`config.mk`:
```
export PLATFORM = sky130hd
export DESIGN_NAME = imem_loader
export DESIGN_NICKNAME = d
export VERILOG_FILES = /design/src/rtl/imem_loader.sv
export SDC_FILE = /design/constraint.sdc
export NUM_CORES = 1
export LEC_CHECK = 0
export CAP_MARGIN = 40
export CELL_PAD_IN_SITES_DETAIL_PLACEMENT = 0
export CELL_PAD_IN_SITES_GLOBAL_PLACEMENT = 2
export CORE_AREA = 2 2 116 118
export CTS_CLUSTER_DIAMETER = 80
export DETAILED_ROUTE_END_ITERATION = 10
export DIE_AREA = 0 0 118 120
export HOLD_SLACK_MARGIN = 0.15
export MAX_ROUTING_LAYER = met4
export PLACE_DENSITY = 0.79
export REMOVE_ABC_BUFFERS = 1
export SETUP_SLACK_MARGIN = 0.02
export SLEW_MARGIN = 10
export SYNTH_ARGS = -nofsm -noshare
export SYNTH_HDL_FRONTEND = slang
export SYNTH_SLANG_ARGS = --single-unit
```
`constraint.sdc`:
```
create_clock -name clk -period 2.7 [get_ports clk]
set_input_delay 0.54 -clock clk [delete_from_list [all_inputs] [get_ports clk]]
set_output_delay 0.54 -clock clk [all_outputs]
set_load 0.05 [all_outputs]
```
`src/rtl/imem_loader.sv`:
```
// imem_loader: boot-time byte-stream loader that fills RV32I instruction memory and releases the core.
// Optional IMEM_LOADER_CHECKSUM_EN: a trailing XOR checksum byte must match before the core is released.
module imem_loader #(
    parameter int IMEM_DEPTH_WORDS = 1024,
    parameter int ADDR_W           = $clog2(IMEM_DEPTH_WORDS)
) (
    input  logic              clk,
    input  logic              rst_n,
    input  logic              rx_valid,
    input  logic [7:0]        rx_data,
    output logic              rx_ready,
    output logic              imem_wr_en,
    output logic [ADDR_W-1:0] imem_wr_addr,
    output logic [31:0]       imem_wr_data,
    output logic              cpu_rst_n,
    output logic              load_done,
    output logic              load_error,
    output logic [ADDR_W:0]   words_loaded
);

    // state | meaning
    // HDR   | collecting the 4-byte little-endian word count
    // DATA  | assembling instruction words and writing them out
    // CKSUM | waiting for the XOR checksum byte (checksum build only)
    // DONE  | image committed, core released one cycle after entry
    // ERROR | bad header or checksum, core held in reset
`ifdef IMEM_LOADER_CHECKSUM_EN
    typedef enum logic [2:0] {HDR, DATA, CKSUM, DONE, ERROR} state_t;
`else
    typedef enum logic [2:0] {HDR, DATA, DONE, ERROR} state_t;
`endif

    localparam logic [31:0]     DEPTH_32 = 32'(IMEM_DEPTH_WORDS);
    localparam logic [ADDR_W:0] ONE_WORD = (ADDR_W + 1)'(1);

    state_t          state;
    logic [1:0]      byte_idx;
    logic [23:0]     byte_buf;
    logic [ADDR_W:0] word_count;
    logic [31:0]     asm_word;
    logic [ADDR_W:0] words_next;
    logic            rx_fire;
`ifdef IMEM_LOADER_CHECKSUM_EN
    logic [7:0]      xor_acc;
`endif

    assign rx_fire    = rx_valid && rx_ready;
    assign asm_word   = {rx_data, byte_buf};
    assign words_next = words_loaded + ONE_WORD;

    always_ff @(posedge clk or negedge rst_n) begin
        if (!rst_n) begin
            state        <= HDR;
            byte_idx     <= 2'd0;
            byte_buf     <= '0;
            word_count   <= '0;
            rx_ready     <= 1'b0;
            imem_wr_en   <= 1'b0;
            imem_wr_addr <= '0;
            imem_wr_data <= '0;
            cpu_rst_n    <= 1'b0;
            load_done    <= 1'b0;
            load_error   <= 1'b0;
            words_loaded <= '0;
`ifdef IMEM_LOADER_CHECKSUM_EN
            xor_acc      <= 8'd0;
`endif
        end else begin
            imem_wr_en <= 1'b0;
            case (state)
                HDR: begin
                    rx_ready <= 1'b1;
                    if (rx_fire) begin
                        byte_idx <= byte_idx + 2'd1;
                        if (byte_idx == 2'd3) begin
                            // Full 32-bit compare so oversized counts never alias into range
                            if (asm_word == 32'd0 || asm_word > DEPTH_32) begin
                                state      <= ERROR;
                                rx_ready   <= 1'b0;
                                load_error <= 1'b1;
                            end else begin
                                state      <= DATA;
                                word_count <= asm_word[ADDR_W:0];
                            end
                        end else begin
                            byte_buf[{byte_idx, 3'b000} +: 8] <= rx_data;
                        end
                    end
                end
                DATA: begin
                    rx_ready <= 1'b1;
                    if (rx_fire) begin
                        byte_idx <= byte_idx + 2'd1;
`ifdef IMEM_LOADER_CHECKSUM_EN
                        xor_acc  <= xor_acc ^ rx_data;
`endif
                        if (byte_idx == 2'd3) begin
                            imem_wr_en   <= 1'b1;
                            imem_wr_addr <= words_loaded[ADDR_W-1:0];
                            imem_wr_data <= asm_word;
                            words_loaded <= words_next;
                            if (words_next == word_count) begin
`ifdef IMEM_LOADER_CHECKSUM_EN
                                state     <= CKSUM;
`else
                                state     <= DONE;
                                rx_ready  <= 1'b0;
                                load_done <= 1'b1;
`endif
                            end
                        end else begin
                            byte_buf[{byte_idx, 3'b000} +: 8] <= rx_data;
                        end
                    end
                end
`ifdef IMEM_LOADER_CHECKSUM_EN
                CKSUM: begin
                    rx_ready <= 1'b1;
                    if (rx_fire) begin
                        rx_ready <= 1'b0;
                        if (rx_data == xor_acc) begin
                            state     <= DONE;
                            load_done <= 1'b1;
                        end else begin
                            state      <= ERROR;
                            load_error <= 1'b1;
                        end
                    end
                end
`endif
                DONE: begin
                    rx_ready  <= 1'b0;
                    load_done <= 1'b1;
                    cpu_rst_n <= 1'b1;
                end
                ERROR: begin
                    rx_ready   <= 1'b0;
                    load_error <= 1'b1;
                    cpu_rst_n  <= 1'b0;
                end
                default: begin
                    // Unreachable encodings park safely with the core held in reset
                    state      <= ERROR;
                    rx_ready   <= 1'b0;
                    load_error <= 1'b1;
                    load_done  <= 1'b0;
                    cpu_rst_n  <= 1'b0;
                end
            endcase
        end
    end

endmodule

```
==> results of run 1 <==
## area by class of cell
cell class                      instances  area, um^2
Multi-Input combinational cell        266        1700
Tap cell                              176         220
Clock inverter                          6         115
Timing Repair Buffer                   85         831
Clock buffer                           10         239
Inverter                               34         128
Fill cell                            1271        7320
Sequential cell                        97        2430
## sequential cells by signal, summed over array words and instances (netlist names), 2 cells and up
register,cells
imem_wr_addr,10
word_count,11
byte_idx,2
imem_wr_data,32
words_loaded,11
byte_buf,24
state,2
## power by group through the flow
stage / Sequential (uW) / Clock [uW] / Combinational, uW
after CTS: 2250 / 1540 / 2960
after global routing: 2310 / 1590 / 3150
final: 2240 / 1490 / 2910
after floorplan: 3240 / 0 / 909
after global placement: 2260 / 0 / 2930
after detailed placement: 2270 / 0 / 2950
## metal layers
metal  global-route usage  vias to the layer above
li1                     -                     1592
met1                0.189                     1535
met2                0.245                       64
met3               0.0466                       10
met4               0.0474                        0
met5                    -                        -
## stage by stage
| stage | total power [uW] | utilization | cell area [um^2] | std cells |
|---|---|---|---|---|
| 2_1_floorplan | 4150 | - | 4250 | 397 |
| 3_3_place_gp | 5190 | 0.408 | 5300 | 658 |
| 3_5_place_dp | 5220 | 0.408 | 5300 | 658 |
| 4_1_cts | 6740 | 0.436 | 5660 | 674 |
| 5_1_grt | 7050 | 0.436 | 5660 | 674 |
| 6_report | 6640 | 0.436 | 5660 | 674 |
## cells by family after synthesis
| group | Yosys count | share of synthesized area |
|---|---|---|
| buf+inv | 55 | 0.0507 |
| flops | 97 | 0.559 |
| compound gates | 87 | 0.114 |
| simple gates | 125 | 0.146 |
| mux | 19 | 0.0493 |
| fa+ha+maj | 11 | 0.0317 |
| xor+xnor | 24 | 0.0484 |
## worst max path at each step
stage,end,cells after the start,startpoint,slack [ps]
after detailed placement,word_count[1],7,rx_data[2],190
after global routing,word_count[5],9,state[1],160
after global placement,word_count[0],7,rx_data[2],210
after CTS,words_loaded[4],1,words_loaded[4],320
after floorplan,words_loaded[10],5,rx_ready,-40
final,words_loaded[4],1,words_loaded[4],350
## placed cells by master, fill, tap and decap left out, types with 7 or more instances in the layout
| cell | count |
|---|---|
| sky130_fd_sc_hd__nor4_1 | 7 |
| sky130_fd_sc_hd__ha_1 | 11 |
| sky130_fd_sc_hd__nor2_1 | 15 |
| sky130_fd_sc_hd__clkbuf_16 | 9 |
| sky130_fd_sc_hd__buf_4 | 16 |
| sky130_fd_sc_hd__xnor2_1 | 17 |
| sky130_fd_sc_hd__dfrtp_1 | 97 |
| sky130_fd_sc_hd__nand2_1 | 45 |
| sky130_fd_sc_hd__inv_1 | 34 |
| sky130_fd_sc_hd__mux2_2 | 19 |
| sky130_fd_sc_hd__o21ai_0 | 60 |
| sky130_fd_sc_hd__xor2_1 | 7 |
| sky130_fd_sc_hd__nand3_1 | 30 |
| sky130_fd_sc_hd__clkdlybuf4s50_1 | 67 |
==> results.yml, run 1 <==
place:
  port_buffers: 68
  placement.setup.worst_slack_ps: 191
  place_congestion: 0.797
  detailed_place_hpwl_um: 7080
timing:
  slew_violations: 0
  max_freq_mhz: 425
  grt_setup_unrepaired: "no"
  finalClockSkew_ps: 7.60
  max_slew.worst_pin.slew_ps: 586
  final_min_period_over_clock_period: 0.871
  tns_ps: 0
  relSlewSlack: 0.609
  fin_worst_hold_slack_ps: 182
  timing.final.hold_violations: 0
  final.min_clock_period_ps: 2350
  final-setup-viol-count: 0
  post-route-worst-setup-slack_ps: 347
drt:
  wl_met2_um: 4650
  route.top_layer_used: "met4"
  m1WireLength_um: 4480
  final_antenna_violating_net_count: 0
  route.met3.wl_um: 441
  drt-pass1-iter-count: 4
  avgViaCountPerCell: 4.75
  wire_per_inst_um: 14.4
  postRouteWirelength_um: 9690
  drt_iter0_drc: 98
  route.detailed.drc: 0
  dr_total_vias: 3201
power:
  cell_internal_pwr_uw: 3870
  seq_power_share: 0.338
  worst_ir_drop_on_vdd_uv: 680
  power.clock.fraction: 0.224
  p_leak_uw: 0.00246
  cellPowerDensity_nw_per_um2: 1170
  power.switching_fraction: 0.417
  power_switching_uw: 2770
  combinationalPowerShare: 0.438
logic_synthesis:
  yosys_warnings: 0
  number_of_enable_type_register_cells_in_the_synthesized_netlist: 0
  yosys.area.top_type: "sky130_fd_sc_hd__dfrtp_1"
  synthTopCellsByArea: "sky130_fd_sc_hd__dfrtp_1 (56%), sky130_fd_sc_hd__o21ai_0 (6.9%), sky130_fd_sc_hd__mux2_2 (4.9%)"
  post_synth_top_flop: "sky130_fd_sc_hd__dfrtp_1"
  synth.avg_cell_area_um2: 10.4
  post_synth_instance_area_um2: 4340
  post_synth_inst_count: 418
  ys_ff_latch: 97
  synthMostInstantiatedCell: "sky130_fd_sc_hd__dfrtp_1"
  netlist.area_leader.share: 0.559
  ys_top_cells_by_count: "sky130_fd_sc_hd__dfrtp_1 (97), sky130_fd_sc_hd__o21ai_0 (60), sky130_fd_sc_hd__nand2_1 (46), sky130_fd_sc_hd__inv_1 (34), sky130_fd_sc_hd__nand3_1 (30)"
  synth.lib_cells_used.distinct: 48
  seq_total_area_yosys: 0.559
  share_of_flip_flops_with_an_asynchronous_set_or_reset: 1.00
final_layout:
  area_growth_pct: 30.3
  post_route_cells_drive_above_1_share: 0.127
  insertedDiodeCount: 0
  nNetsFinal: 515
setup_path:
  crit_required_ps: 2160
  worst_path_largest_cell_delay_ps: 880
  crit_chain: "clkdlybuf4s50_1"
  r2r-end: "load_done"
  cp_num_buf_inv: 1
  critical_path.reg2reg.startpoint: "words_loaded[0]"
  crit_arrival_ps: 1810
  ff2ff_setup_slack_ps: 390
  worst_setup_path_start_kind: "flip-flop"
  criticalPathCategory: "flip-flop to primary output"
  endpoint_kind: "primary output"
  crit_path_leading_delay_family: "buffers and inverters"
  r2r_cells: 7
  path_max_fanout: 10
  cp_slowest_cell: "sky130_fd_sc_hd__clkdlybuf4s50_1"
floorplanning:
  num_rows: 42
  floorplan.initialDensity: 0.334
  core_area_um2: 13000
  floorplan.die.height_um: 120
  io_pins: 69
  die_area_um2: 14200
  die_x_um: 118
grt:
  first_global_vias: 3235
  grt_overflow: 0
  all_layer_global_routing_usage: 0.154
  pin_count_of_the_biggest_net_entering_global_routing: 44
  antenna_violations_before_repair: 0
  grt_pass1_wl_um: 16500
clock_network:
  cts_max_path_buffers: 2
  cts_made_buffers: 9
  cts_tree: "built"
  postCtsSetupRepairBufs: 0
  cts_root_buffer: "sky130_fd_sc_hd__clkbuf_16"
  cts-resized-gates: 0
  cts_hold_buf: 0
  clock_network_latency_to_the_later_pin_of_the_worst_skew_pair_ps: 350
  numClockSinks: 97
  clk_pin_slew_ps: 60
  h_tree_levels: 3
flow_run:
  max_cap_viol_count: 0
hold_path:
  min-delay-path-class: "primary input to asynchronous set/reset pin"
status:
  outcome: "finished clean"
Note: power is estimated with default switching activity, not from simulation.
==> inputs of run 2 (changes only) <==
--- a/config.mk
+++ b/config.mk
@@ -8,13 +8,13 @@
 export CAP_MARGIN = 40
 export CELL_PAD_IN_SITES_DETAIL_PLACEMENT = 0
 export CELL_PAD_IN_SITES_GLOBAL_PLACEMENT = 2
-export CORE_AREA = 2 2 116 118
+export CORE_AREA = 2 2 99 139
 export CTS_CLUSTER_DIAMETER = 80
 export DETAILED_ROUTE_END_ITERATION = 10
-export DIE_AREA = 0 0 118 120
+export DIE_AREA = 0 0 101 141
 export HOLD_SLACK_MARGIN = 0.15
 export MAX_ROUTING_LAYER = met4
-export PLACE_DENSITY = 0.79
+export PLACE_DENSITY = 0.78
 export REMOVE_ABC_BUFFERS = 1
 export SETUP_SLACK_MARGIN = 0.02
 export SLEW_MARGIN = 10
==> results.yml, run 2 (synthesis gave the netlist of run 1 again) <==
timing:
  final-setup-viol-count: 0
  grt_setup_unrepaired: "no"
  max_freq_mhz: 422
  final_min_period_over_clock_period: 0.877
  max_slew.worst_pin.slew_ps: 619
  final.min_clock_period_ps: 2370
  finalClockSkew_ps: 7.25
  slew_violations: 0
  tns_ps: 0
  relSlewSlack: 0.587
  timing.final.hold_violations: 0
setup_path:
  crit_path_leading_delay_family: "buffers and inverters"
  cp_slowest_cell: "sky130_fd_sc_hd__clkdlybuf4s50_1"
  endpoint_kind: "primary output"
  crit_arrival_ps: 1830
  worst_path_largest_cell_delay_ps: 890
  path_max_fanout: 10
  crit_required_ps: 2160
  cp_num_buf_inv: 1
  crit_chain: "clkdlybuf4s50_1"
  worst_setup_path_start_kind: "flip-flop"
  criticalPathCategory: "flip-flop to primary output"
clock_network:
  cts_tree: "built"
  cts_max_path_buffers: 2
  cts-resized-gates: 0
  clk_pin_slew_ps: 70
  clock_network_latency_to_the_later_pin_of_the_worst_skew_pair_ps: 340
  h_tree_levels: 3
  postCtsSetupRepairBufs: 0
  cts_root_buffer: "sky130_fd_sc_hd__clkbuf_16"
  numClockSinks: 97
  cts_made_buffers: 9
  cts_hold_buf: 0
grt:
  all_layer_global_routing_usage: 0.148
  grt_overflow: 0
  antenna_violations_before_repair: 0
  pin_count_of_the_biggest_net_entering_global_routing: 47
  grt_pass1_wl_um: 16100
  first_global_vias: 3152
flow_run:
  max_cap_viol_count: 0
floorplanning:
  num_rows: 50
  die_x_um: 101
  floorplan.die.height_um: 141
  core_area_um2: 13100
  io_pins: 69
  die_area_um2: 14200
  floorplan.initialDensity: 0.330
drt:
  avgViaCountPerCell: 4.91
  postRouteWirelength_um: 9950
  final_antenna_violating_net_count: 0
  drt_iter0_drc: 69
  drt-pass1-iter-count: 4
  wire_per_inst_um: 15.2
  route.detailed.drc: 0
  dr_total_vias: 3205
place:
  port_buffers: 68
  detailed_place_hpwl_um: 7300
  place_congestion: 0.810
final_layout:
  nNetsFinal: 514
  final_common_cell: "sky130_fd_sc_hd__dfrtp_1"
  insertedDiodeCount: 0
  layout_common_cells: "sky130_fd_sc_hd__dfrtp_1 (97), sky130_fd_sc_hd__clkdlybuf4s50_1 (67), sky130_fd_sc_hd__o21ai_0 (60), sky130_fd_sc_hd__nand2_1 (45), sky130_fd_sc_hd__inv_1 (34)"
  final.fill_count: 1314
  largest_register: "imem_wr_data"
  area_growth_pct: 29.1
  final_util: 0.427
  reg.largest.list: "imem_wr_data x32, byte_buf x24"
  largest_register_ffs: 32
  post_route_cells_drive_above_1_share: 0.125
power:
  worst_ir_drop_on_vdd_uv: 697
  p_leak_uw: 0.00245
  cellPowerDensity_nw_per_um2: 1170
hold_path:
  min-delay-path-class: "primary input to asynchronous set/reset pin"
status:
  outcome: "finished clean"
==> run 2: cell types whose count changed in the layout (fill, tap and decap cells not counted), sizes merged <==
cell      before  now
buf           18   17
bufinv         3    1
clkbuf        10   12
clkinv         2    1
clkinvlp       1    0
inv           34   36
==> run 2: stage by stage <==
stage | total power (uW) | hold WS, ps | cell area (um^2) | std cells | worst slack [ps]
global placement | 5210 | 462 | 5280 | 637 | 228
detailed placement | 5270 | 473 | 5280 | 637 | 190
CTS | 6650 | 225 | 5600 | 653 | 308
floorplan | 4150 | 244 | 4250 | 397 | -37.4
global route | 6920 | 245 | 5600 | 653 | 256
finish | 6550 | 199 | 5600 | 653 | 332
==> run 2: layer usage <==
layer	vias up	GRT usage	part of all wire
met2	58	0.249	0.52
met3	6	0.0238	0.030
li1	1578	-	-
met1	1563	0.183	0.44
met5	-	-	0
met4	0	0.0448	0.0079
==> run 2: where the power goes <==
group	internal, uW	switching [uW]
clock network	803	556
logic	1030	1920
registers	1920	322
total	3750	2800
==> run 2: layout make-up <==
cell class                 instances  area [um^2]  area share
sequential                        97         2430       0.433
multi-input combinational        266         1700       0.303
timing repair buffer              84          836       0.149
clock buffer                      12          267      0.0476
tap                              156          195      0.0348
inverter                          34          128      0.0228
clock inverter                     4         56.3      0.0100
==> run 2: worst paths after layout <==
check,start,end,slack (ps),cells after the start
hold reg to reg,imem_wr_data[6],imem_wr_data[6],480,2
min in group clk,imem_wr_data[6],imem_wr_data[6],480,2
hold / removal,rst_n,imem_wr_data[30],200,1
setup reg to reg,words_loaded[0],rx_ready,380,7
setup / recovery,words_loaded[4],words_loaded[4],330,1
max in group asynchronous,rst_n,imem_wr_data[1],1830,2
==> inputs of run 3 (changes only) <==
--- a/config.mk
+++ b/config.mk
@@ -8,13 +8,13 @@
 export CAP_MARGIN = 40
 export CELL_PAD_IN_SITES_DETAIL_PLACEMENT = 0
 export CELL_PAD_IN_SITES_GLOBAL_PLACEMENT = 2
-export CORE_AREA = 2 2 99 139
+export CORE_AREA = 2 2 116 118
 export CTS_CLUSTER_DIAMETER = 80
 export DETAILED_ROUTE_END_ITERATION = 10
-export DIE_AREA = 0 0 101 141
+export DIE_AREA = 0 0 118 120
 export HOLD_SLACK_MARGIN = 0.15
 export MAX_ROUTING_LAYER = met4
-export PLACE_DENSITY = 0.78
+export PLACE_DENSITY = 0.79
 export REMOVE_ABC_BUFFERS = 1
 export SETUP_SLACK_MARGIN = 0.02
 export SLEW_MARGIN = 10
==> results of run 3 <==
The final DEF is identical to that of run 1; final timing and power are the same.
